`config.mk`:
```
export PLATFORM = sky130hd
export DESIGN_NAME = fifo
export DESIGN_NICKNAME = d
export VERILOG_FILES = /design/src/rtl/fifo.sv
export SDC_FILE = /design/constraint.sdc
export NUM_CORES = 1
export LEC_CHECK = 0
export CAP_MARGIN = 20
export CORE_MARGIN = 1
export CORE_UTILIZATION = 40
export CTS_CLUSTER_SIZE = 20
export DETAILED_ROUTE_END_ITERATION = 12
export PLACE_DENSITY_LB_ADDON = 0.05
export SLEW_MARGIN = 20
export SYNTH_ARGS = -nofsm -noshare
export SYNTH_HDL_FRONTEND = slang
export SYNTH_SLANG_ARGS = --single-unit
```
`constraint.sdc`:
```
create_clock -name clk -period 3.8 [get_ports clk]
set_clock_uncertainty 0.15 [all_clocks]
set_input_delay 0.57 -clock clk [delete_from_list [all_inputs] [get_ports clk]]
set_output_delay 0.57 -clock clk [all_outputs]
set_load 0.05 [all_outputs]
```
`src/rtl/fifo.sv`:
```
// Three-row line-buffer chain: each accepted pixel yields the column triple (r-2, r-1, r).
// Optional build macro FIFO_PIXCNT_EN adds the pix_cnt accepted-pixel count output.
module fifo #(
  parameter int DATA_W = 8,
  parameter int IMG_W  = 5,
  parameter int IMG_H  = 5,
  parameter int CNT_W  = 8
) (
  input  logic              clk,
  input  logic              rst_n,
  input  logic              data_valid,
  input  logic [DATA_W-1:0] data_i,
  output logic [DATA_W-1:0] fifo1_data_o,
  output logic [DATA_W-1:0] fifo2_data_o,
  output logic [DATA_W-1:0] fifo3_data_o,
  output logic              idle,
  output logic              ready,
  output logic              done
`ifdef FIFO_PIXCNT_EN
  ,
  output logic [CNT_W-1:0]  pix_cnt
`endif
);

  localparam int PTR_W = (IMG_W > 1) ? $clog2(IMG_W) : 1;
  localparam logic [CNT_W-1:0] PIX_TOTAL = CNT_W'(IMG_W * IMG_H);
  localparam logic [CNT_W-1:0] ROW1_FILL = CNT_W'(IMG_W);
  localparam logic [CNT_W-1:0] ROW2_FILL = CNT_W'(2 * IMG_W);
  localparam logic [PTR_W-1:0] PTR_LAST  = PTR_W'(IMG_W - 1);

  typedef enum logic [1:0] {
    S_IDLE,
    S_PROC,
    S_DONE
  } state_t;

  state_t            state;
  logic [CNT_W-1:0]  cnt;
  logic [PTR_W-1:0]  ptr;
  logic [DATA_W-1:0] mem3 [IMG_W];
  logic [DATA_W-1:0] mem2 [IMG_W];
  logic              fifo3_full;
  logic              fifo2_full;
  logic              accept;

  function automatic logic [CNT_W-1:0] sat_inc(input logic [CNT_W-1:0] v);
    return (v >= PIX_TOTAL) ? PIX_TOTAL : v + 1'b1;
  endfunction

  function automatic logic [PTR_W-1:0] ptr_next(input logic [PTR_W-1:0] p);
    return (p == PTR_LAST) ? '0 : p + 1'b1;
  endfunction

  // Row FIFOs advance together, so one pointer serves both; fill level follows from cnt.
  assign fifo3_full = (cnt >= ROW1_FILL);
  assign fifo2_full = (cnt >= ROW2_FILL);
  assign accept     = (state == S_IDLE) && data_valid;

  always_ff @(posedge clk) begin
    if (!rst_n) begin
      state        <= S_IDLE;
      idle         <= 1'b1;
      ready        <= 1'b0;
      done         <= 1'b0;
      cnt          <= '0;
      ptr          <= '0;
      fifo1_data_o <= '0;
      fifo2_data_o <= '0;
      fifo3_data_o <= '0;
      for (int i = 0; i < IMG_W; i++) begin
        mem3[i] <= '0;
        mem2[i] <= '0;
      end
    end else begin
      ready <= 1'b0;
      case (state)
        S_IDLE: begin
          if (accept) begin
            // FIFO1's popped head is never used, so only its input value is kept.
            mem3[ptr]    <= data_i;
            mem2[ptr]    <= fifo3_full ? mem3[ptr] : '0;
            fifo3_data_o <= data_i;
            fifo2_data_o <= fifo3_full ? mem3[ptr] : '0;
            fifo1_data_o <= fifo2_full ? mem2[ptr] : '0;
            ptr          <= ptr_next(ptr);
            cnt          <= sat_inc(cnt);
            ready        <= fifo2_full;
            done         <= (sat_inc(cnt) == PIX_TOTAL);
            idle         <= 1'b0;
            state        <= S_PROC;
          end
        end
        S_PROC: begin
          if (cnt == PIX_TOTAL) begin
            state <= S_DONE;
          end else begin
            state <= S_IDLE;
            idle  <= 1'b1;
          end
        end
        S_DONE: begin
          idle <= 1'b0;
        end
        default: begin
          state <= S_IDLE;
          idle  <= 1'b1;
        end
      endcase
    end
  end

`ifdef FIFO_PIXCNT_EN
  assign pix_cnt = cnt;
`endif

endmodule

```
==> results of run 1 <==
[per-stage QoR]
stage,setup slack [ns],std cells,utilization (%)
2_1_floorplan,1.04,506,-
3_3_place_gp,0.764,767,45.3
3_5_place_dp,0.657,767,45.3
4_1_cts,1.03,799,48.8
5_1_grt,0.850,799,48.8
6_report,1.09,799,48.8
[placed cells by master, fill, tap and decap left out, types with 3 or more instances in the layout]
| master | n |
|---|---|
| nor2_1 | 51 |
| clkbuf_16 | 21 |
| mux4_2 | 16 |
| ha_1 | 6 |
| o21ai_0 | 7 |
| clkdlybuf4s50_1 | 37 |
| and3_1 | 4 |
| buf_4 | 19 |
| inv_4 | 3 |
| mux2i_1 | 32 |
| nor2b_1 | 3 |
| edfxtp_1 | 128 |
| nand3_2 | 4 |
| mux2_2 | 8 |
| clkbuf_8 | 3 |
| clkinv_2 | 3 |
| a22o_1 | 8 |
| o2bb2ai_1 | 7 |
| dfxtp_1 | 42 |
| a211oi_1 | 3 |
| inv_1 | 13 |
| nand3_1 | 10 |
| a22oi_1 | 17 |
| nand2_1 | 37 |
| and2_1 | 41 |
| a21oi_1 | 15 |
[per-layer routing]
metal	up-vias	share of wire, %	track usage [%]
met1	2076	41	24.8
li1	1986	-	-
met3	31	5.5	5.31
met4	0	3.7	11.2
met5	-	0	0
met2	114	50	34.1
[layout make-up]
class                   instances  area (µm²)
clock buffers                  25         571
clock inverters                 7        42.5
fillers                      1476        8850
inverters                      15        56.3
multi-input cells             298        2240
flip-flops and latches        171        4710
well taps                     225         282
repair buffers                 58         553
[path summary, 6_finish.rpt]
path / startpoint / to / slack (ns) / depth (start not counted)
worst min-delay path: fifo2_data_o[4] / fifo2_data_o[4] / 0.31 / 1
worst max-delay path: data_valid / mem3[2][0] / 1.09 / 6
worst min register to register: fifo2_data_o[4] / fifo2_data_o[4] / 0.31 / 1
worst max register to register: cnt[0] / mem2[7][2] / 1.10 / 6
[power by group]
part | internal (µW) | leakage [µW] | switching [µW]
sequential | 2050 | 0.00160 | 35.8
combinational | 114 | 0.00104 | 175
clock | 1040 | 0.000311 | 705
total | 3210 | 0.00296 | 915
[cells by family after synthesis]
family / synth area share (%)
DFF: 66.3
and+or+nand+nor: 13.1
adders and majority gates: 1.06
buffers and inverters: 2.26
AOI/OAI and AO/OA: 6.45
muxes: 10.9
[state kept, by name, summed over array words and instances, names as in the netlist, named ones only]
name,flops
state,2
fifo2_data_o,8
cnt,8
mem2,64
fifo1_data_o,8
ptr,3
done,1
fifo3_data_o,8
mem3,64
idle,1
ready,1
[critical path: stages]
cell	delay, ns
clkdlybuf4s50_1	0.49
or3b_4	0.53
nor3_2	0.24
nand3_2	0.21
nand2_1	0.39
buf_4	0.25
==> results.ini, run 1 <==
[status]
status = finished, final reports clean

[final_layout]
num_antenna_cells = 0
drive_gt1_share_pct = 16.4
fin_nets = 578
synthToLayoutAreaGrowth_pct = 19.0
final_cell_area_mm2 = 0.00845

[clock_network]
h-tree-depth = 4
ctsResizeCount = 0
root_buffer = clkbuf_16
clk_pin_slew_ns = 0.06
clockBufferDepth = 2
insertion_delay_ns = 0.44
cts_hold_buf = 0
cts_buffers = 17
cts_setup_buffers = 0
cts_tree = built
cts.sinks = 171

[sta]
finalHoldViolations = 0
slew_violations = 0
timing.fmax_mhz = 368
relSlewSlack_pct = 42.3
worstMarginPinSlew_ns = 0.861
setup_viol = 0
min_period_ns = 2.71
rsz0062_at_grt = no
period_share_pct = 71.4
fin_tns_setup_ns = 0
finalHoldWorstSlack_ns = 0.312

[placed_design]
hpwl_um = 12000
place_area_mm2 = 0.00784
gp_congestion = 0.813
io_buffer_count = 37

[job]
maxCapViolCount = 0

[logic_synthesis]
ys_seq_elements = 171
synth_area_mm2 = 0.00710
synth_cell_type_count = 48
postSynthAreaPerCell_um2 = 14.0
yosysTopAreaCellShare_pct = 54.1
yosysWarnings = 0
synth_area_leaders = edfxtp_1 54%, dfxtp_1 12%, mux4_2 5.1%
synthFlopType = edfxtp_1
synthCells = 506
synthTopCellsByCount = 128 x edfxtp_1, 51 x nor2_1, 43 x dfxtp_1
ys_seq_area_share_pct = 66.3
synthArstFlopShare_pct = 0
yosysTopAreaCell = edfxtp_1
syn_nets = 523
yosysMostFrequentCell = edfxtp_1
synth-edff-count = 128

[grt]
antenna_found_initial = 0
grt_pass1_wl_um = 26100
grt_pass1_vias = 4277
grt_max_degree = 41
grt_overflow = 0
track_usage_pct = 20.7

[pwr]
p_leak_uw = 0.00296
ir_worst_vdd_mv = 0.331
p_per_area_mw_per_mm2 = 488
p_total_uw = 4130

[die]
dieWidth_um = 135
io_pins = 38
die_h_um = 135
dieArea_mm2 = 0.0183
coreArea_mm2 = 0.0173
start_util_pct = 41.0
rows = 48

[detailed_routing]
detail-route-antenna-nets = 0
wire_per_inst_um = 21.9
wl_um = 17500
via_count = 4207
vias_per_cell = 5.27
drc = 0
drt-initial-drc-count = 298
drtPass1Iterations = 4

[worst_setup_path]
endpoint_kind = flip-flop
crit_path_start_kind = primary input
critPathArrivalTime_ns = 2.70
path_max_fanout = 23
setup.worst_path.class = primary input to flip-flop
critical_path_required_ns = 3.79

[worst_hold_path]
worstHoldPathType = flip-flop to flip-flop

(Power assumes the default switching activity.)
==> run 2: changes to the inputs <==
==> constraint.sdc (replaced) <==
create_clock -name clk -period 2.7 [get_ports clk]
set_clock_uncertainty 0.15 [all_clocks]
set_input_delay 0.405 -clock clk [delete_from_list [all_inputs] [get_ports clk]]
set_output_delay 0.405 -clock clk [all_outputs]
set_load 0.05 [all_outputs]
==> run 2 against run 1 <==
Core utilization rose by 0.88 points. Die area stayed put. Sequential cell count unchanged. Non-clock buffer count is 15 higher. Hold slack worse by 0.0052 ns. Cell area rose by 1.8%. First-iteration DRC count increased by 3.0%. Critical path depth fell by 5. Count of clock-buffer cells in the layout shrank 7. Combinational power rose by 49%. Largest cell class unchanged.
==> results.ini, run 2 (same netlist as run 1, synthesis figures left out) <==
[final_layout]
mostFrequentLayoutCell = edfxtp_1
stdcell_count = 814  ; +1.9%
fin_nets = 593  ; +2.6%
num_antenna_cells = 0  ; unchanged
layout_common_cells = 128 x edfxtp_1, 51 x nor2_1, 42 x dfxtp_1
largest_registers = mem2: 64 flops, mem3: 64 flops
synthToLayoutAreaGrowth_pct = 21.1
drive_gt1_share_pct = 18.3  ; +2.0 points

[grt]
grt_pass1_wl_um = 25800  ; -1.1%
grt_pass1_vias = 4239  ; -0.89%
grt_max_degree = 20  ; -51%
track_usage_pct = 20.2  ; -0.52 points
antenna_found_initial = 0  ; unchanged
grt_overflow = 0  ; unchanged

[clock_network]
root_buffer = clkbuf_16
cts_hold_buf = 0  ; unchanged
cts_buffers = 17  ; unchanged
cts_setup_buffers = 0  ; unchanged
clockBufferDepth = 2  ; unchanged
cts.sinks = 171  ; unchanged
ctsResizeCount = 0  ; unchanged
clk_pin_slew_ns = 0.06  ; about the same
h-tree-depth = 4  ; unchanged
insertion_delay_ns = 0.43  ; about the same
cts_tree = built

[sta]
fin_tns_setup_ns = 0  ; unchanged
min_period_ns = 2.24
setup_viol = 0  ; unchanged
slew_violations = 0  ; unchanged
timing.fmax_mhz = 447
relSlewSlack_pct = 62.3  ; +20 points
worstMarginPinSlew_ns = 0.564  ; -0.297 ns
period_share_pct = 82.9
rsz0062_at_grt = no
finalHoldViolations = 0  ; unchanged

[detailed_routing]
drc = 0  ; unchanged
wl_um = 16800  ; -4.1%
vias_per_cell = 5.17  ; -1.7%
via_count = 4212  ; +0.12%
drtPass1Iterations = 6  ; +2
drt-initial-drc-count = 307  ; +3.0%
detail-route-antenna-nets = 0  ; unchanged
wire_per_inst_um = 20.6  ; -5.9%

[worst_hold_path]
min-delay-start = fifo3_data_o[7]
worstHoldPathType = flip-flop to flip-flop
min_to = fifo3_data_o[7]
hold_depth = 2  ; +1

[worst_setup_path]
critPathSlowestCell = clkdlybuf4s50_1
crit_path_start_kind = flip-flop
critPathArrivalTime_ns = 1.68  ; -1.02 ns
crit_buf_inv = 1  ; -1
endpoint_kind = output port
reg2reg_slack_ns = 0.55  ; -0.55 ns
path_cells = clkdlybuf4s50_1
path_max_fanout = 2  ; -91%
path_delay_family = buffers and inverters
r2r_end = mem2[5][3]
reg2regPathDepth = 5  ; -1
setup.worst_path.class = flip-flop to output port
critical_path_required_ns = 2.14  ; -1.65 ns
max_stage_delay_ns = 0.84  ; +0.31 ns

[placed_design]
io_buffer_count = 37  ; unchanged
dp_cells = 782  ; +2.0%
gp_congestion = 0.832  ; +2.4%
hpwl_um = 11500  ; -3.9%

[pwr]
combPwrFrac_pct = 7.4  ; +0.4 points
p_per_area_mw_per_mm2 = 678  ; +39%
p_int_uw = 4520  ; +41%
swShare_pct = 22.4  ; +0.19 points
power_frac_clock_pct = 42.3  ; about the same
pwr-share-seq_pct = 50.3  ; -0.3 points
p_leak_uw = 0.00302  ; +2.2%
p_sw_uw = 1300  ; +43%
ir_worst_vdd_mv = 0.667  ; +100%

[die]
rows = 48  ; unchanged
coreArea_mm2 = 0.0173  ; unchanged
start_util_pct = 41.0  ; unchanged
dieWidth_um = 135  ; unchanged
dieArea_mm2 = 0.0183  ; unchanged
io_pins = 38  ; unchanged
die_h_um = 135  ; unchanged

[job]
maxCapViolCount = 0  ; unchanged

[status]
status = finished, final reports clean

-- run 2: changes by cell type in the layout (fill, tap and decap cells not counted), sizes merged --
| cell | previous run | this run |
|---|---|---|
| buf | 21 | 36 |
| clkbuf | 25 | 18 |
| clkinv | 6 | 10 |
| bufinv | 0 | 3 |
| clkinvlp | 0 | 2 |
| inv | 16 | 14 |
-- run 2: final cells by class --
type	count	area [µm²]
Fill cell	1496	8700
Sequential cell	171	4710
Multi-Input combinational cell	298	2240
Timing Repair Buffer	73	716
Clock buffer	18	429
Tap cell	225	282
Clock inverter	14	173
Inverter	15	56.3
-- run 2: worst max-delay path by stage --
stage	start	endpoint	slack (ns)	depth (start not counted)
6_report	fifo3_data_o[4]	fifo3_data_o[4]	0.46	1
5_1_grt	cnt[0]	mem2[7][2]	0.37	7
4_1_cts	fifo3_data_o[4]	fifo3_data_o[4]	0.43	1
3_5_place_dp	data_valid	mem3[0][1]	0.18	5
3_3_place_gp	data_valid	mem3[1][5]	0.21	7
2_1_floorplan	data_valid	mem2[7][0]	0.11	3
-- run 2: through the flow --
stage / cell area (µm²) / util (%) / hold WS, ns / power (µW) / worst slack, ns
3_3_place_gp: 8000 / 46.2 / 0.297 / 3420 / 0.206
5_1_grt: 8600 / 49.7 / 0.333 / 6020 / 0.365
2_1_floorplan: 7100 / - / 0.334 / 3240 / 0.106
4_1_cts: 8600 / 49.7 / 0.309 / 5900 / 0.430
3_5_place_dp: 8000 / 46.2 / 0.299 / 3430 / 0.184
6_report: 8600 / 49.7 / 0.307 / 5830 / 0.460
-- run 2: routing by layer --
| layer | share of wire [%] | track usage (%) | up-vias |
|---|---|---|---|
| met2 | 49 | 32.3 | 92 |
| met5 | 0 | 0 | - |
| met4 | 2.6 | 9.43 | 0 |
| met1 | 44 | 26.5 | 2080 |
| li1 | - | - | 2019 |
| met3 | 3.8 | 3.89 | 21 |
-- run 2: power by group through the flow --
stage | registers, µW | clock network [µW] | logic [µW]
6_report | 2930 | 2470 | 430
3_5_place_dp | 2990 | 0 | 437
3_3_place_gp | 2990 | 0 | 436
4_1_cts | 2930 | 2520 | 438
2_1_floorplan | 2990 | 0 | 250
5_1_grt | 2940 | 2620 | 467
-- run 2: tightest hold or removal path, delay by kind of cell, from the launching register on --
kind	cells	cell delay (ns)
and+or+nand+nor	1	0.05
AOI/OAI and AO/OA	1	0.05
DFF	1	0.31
==> run 3: changes to the inputs <==
==> constraint.sdc (replaced) <==
create_clock -name clk -period 1.9 [get_ports clk]
set_clock_uncertainty 0.15 [all_clocks]
set_input_delay 0.285 -clock clk [delete_from_list [all_inputs] [get_ports clk]]
set_output_delay 0.285 -clock clk [all_outputs]
set_load 0.05 [all_outputs]
==> run 3 against run 2 <==
The flow now finishes with violations (negative setup slack). Sequential share of layout area shrank 3.1 points. Worst setup slack lost 0.49 ns. Non-clock buffer count grew 35.
==> results.ini, run 3 (same netlist as run 1, synthesis figures left out) <==
[grt]
grt_pass1_wl_um = 26000  ; +0.86%
grt_pass1_vias = 4420  ; +4.3%
grt_overflow = 0  ; unchanged
grt_max_degree = 18  ; -10%
antenna_found_initial = 0  ; unchanged
track_usage_pct = 20.0  ; -0.23 points

[final_layout]
drive_gt1_share_pct = 34.6  ; +16 points
synthToLayoutAreaGrowth_pct = 28.7
largest_registers = mem2: 64 flops, mem3: 64 flops
mostFrequentLayoutCell = edfxtp_1
layout_common_cells = 128 x edfxtp_1, 78 x buf_4, 45 x nor2_1
multiInputGateArea_mm2 = 0.00249  ; +11%
regArea_mm2 = 0.00471  ; +0.19%
fin_nets = 628  ; +5.9%
num_antenna_cells = 0  ; unchanged
n_fill_cell = 1460  ; -2.4%
final_cell_area_mm2 = 0.00914  ; +6.2%

[worst_setup_path]
setup.worst_path.class = primary input to flip-flop
critPathCapture = mem3[1][1]
reg2reg_slack_ns = -0.02  ; -0.57 ns
critPathSlowestCell = clkdlybuf4s50_1
timing.critical_path.from = data_valid
endpoint_kind = flip-flop
critPathArrivalTime_ns = 1.92  ; +0.24 ns
max_stage_delay_ns = 0.50  ; -0.34 ns
path_cells = clkdlybuf4s50_1 > or3b_4 > nor3_2 > buf_4 > nand3_2 > nand2_4 > clkbuf_16
r2r-start = state[1]
path_max_fanout = 8  ; +6
reg2regPathDepth = 6  ; +1
r2r_end = mem3[1][1]
crit_path_start_kind = primary input
critical_path_required_ns = 1.89  ; -0.25 ns

[sta]
timing.fmax_mhz = 519
slew_violations = 0  ; unchanged
worst_slack_ns = -0.0265  ; -0.487 ns
period_share_pct = 101
finalHoldViolations = 0  ; unchanged
rsz0062_at_grt = yes
worstMarginPinSlew_ns = 0.398  ; -0.166 ns
setup_viol = 8  ; +8
relSlewSlack_pct = 73.4  ; +11 points
min_period_ns = 1.93

[pwr]
p_sw_uw = 1930  ; +48%
combPwrFrac_pct = 9.3  ; +1.9 points
swShare_pct = 23.4  ; +1.0 points
p_leak_uw = 0.00328  ; +8.7%
pwr-share-seq_pct = 50.5  ; +0.2 points
ir_worst_vdd_mv = 0.630  ; -5.6%
p_int_uw = 6300  ; +39%
p_per_area_mw_per_mm2 = 900  ; +33%
power_frac_clock_pct = 40.2  ; -2.1 points

[clock_network]
cts_tree = built
clockBufferDepth = 2  ; unchanged
cts_buffers = 17  ; unchanged
h-tree-depth = 4  ; unchanged
clk_pin_slew_ns = 0.07  ; about the same
insertion_delay_ns = 0.43  ; about the same
root_buffer = clkbuf_16
cts_hold_buf = 0  ; unchanged
cts.sinks = 171  ; unchanged

[detailed_routing]
via_count = 4372  ; +3.8%
detail-route-antenna-nets = 0  ; unchanged
drtPass1Iterations = 4  ; -2
vias_per_cell = 5.15  ; -0.48%
wl_um = 16800  ; +0.42%
drt-initial-drc-count = 194  ; -37%
drc = 0  ; unchanged
wire_per_inst_um = 19.8  ; -3.7%

[placed_design]
pre_cts_ws_ns = -0.443  ; -0.627 ns
io_buffer_count = 37  ; unchanged
place_area_mm2 = 0.00826  ; +3.3%
hpwl_um = 11800  ; +2.0%
gp_congestion = 0.773  ; -7.1%

[die]
io_pins = 38  ; unchanged
rows = 48  ; unchanged
coreArea_mm2 = 0.0173  ; unchanged
die_h_um = 135  ; unchanged
dieArea_mm2 = 0.0183  ; unchanged
dieWidth_um = 135  ; unchanged
start_util_pct = 41.0  ; unchanged

[status]
status = finished, violations left
violations = negative setup slack

[worst_hold_path]
min-delay-start = fifo3_data_o[1]
worstHoldPathType = flip-flop to flip-flop
hold_depth = 2  ; unchanged

[job]
maxCapViolCount = 0  ; unchanged

run 3: cell types whose count changed in the layout (fill, tap and decap cells not counted), sizes merged:
cell	change
clkinv	-4
buf	+61
clkdlybuf4s50	-27
clkbuf	+2
bufinv	-2
clkinvlp	+3
inv	+2
run 3: worst min-delay path by stage:
stage,to,slack [ns]
after global routing,fifo2_data_o[6],0.34
after detailed placement,fifo3_data_o[1],0.30
after floorplan,mem3[5][0],0.23
after global placement,fifo3_data_o[0],0.29
final,fifo3_data_o[1],0.31
after CTS,fifo3_data_o[1],0.31
run 3: power by group through the flow:
stage | logic, µW | registers (µW) | clock network [µW]
finish | 768 | 4150 | 3300
global route | 829 | 4160 | 3510
CTS | 727 | 4150 | 3380
detailed placement | 710 | 4230 | 0
global placement | 706 | 4230 | 0
floorplan | 361 | 4250 | 0
run 3: cell type report:
class / instances / share of cell area [%]
Multi-Input combinational cell: 298 / 27.2
Timing Repair Buffer: 108 / 11.3
Tap cell: 225 / 3.08
Sequential cell: 171 / 51.6
Clock buffer: 19 / 4.85
Inverter: 15 / 0.657
Clock inverter: 13 / 1.29
run 3: stage by stage:
step,hold slack [ns],power [µW],util [%],std cells,setup TNS (ns)
2_1_floorplan,0.234,4610,-,506,-14.34
3_3_place_gp,0.295,4940,47.8,814,-79.60
3_5_place_dp,0.301,4940,47.8,814,-83.63
4_1_cts,0.312,8250,51.6,849,-0.0199
5_1_grt,0.338,8500,52.8,849,-4.58
6_report,0.311,8220,52.8,849,-0.172
run 3: per-layer routing:
metal,track usage (%),share of wire (%)
met5,0,0
met1,25.4,44
met2,34.0,51
met4,5.31,1.2
met3,4.79,3.1
run 3: critical path: cells and delay by family:
| family | cells | cell delay [ns] |
|---|---|---|
| simple gates | 4 | 0.80 |
| buf+inv | 3 | 0.83 |
run 3: timing repair:
action	CTS	global route
hold endpoints to repair	0	0
pin swaps	0	6
gates cloned	1	1
setup endpoints to repair	104	174
buffers inserted	2	0
gates resized for setup	26	43
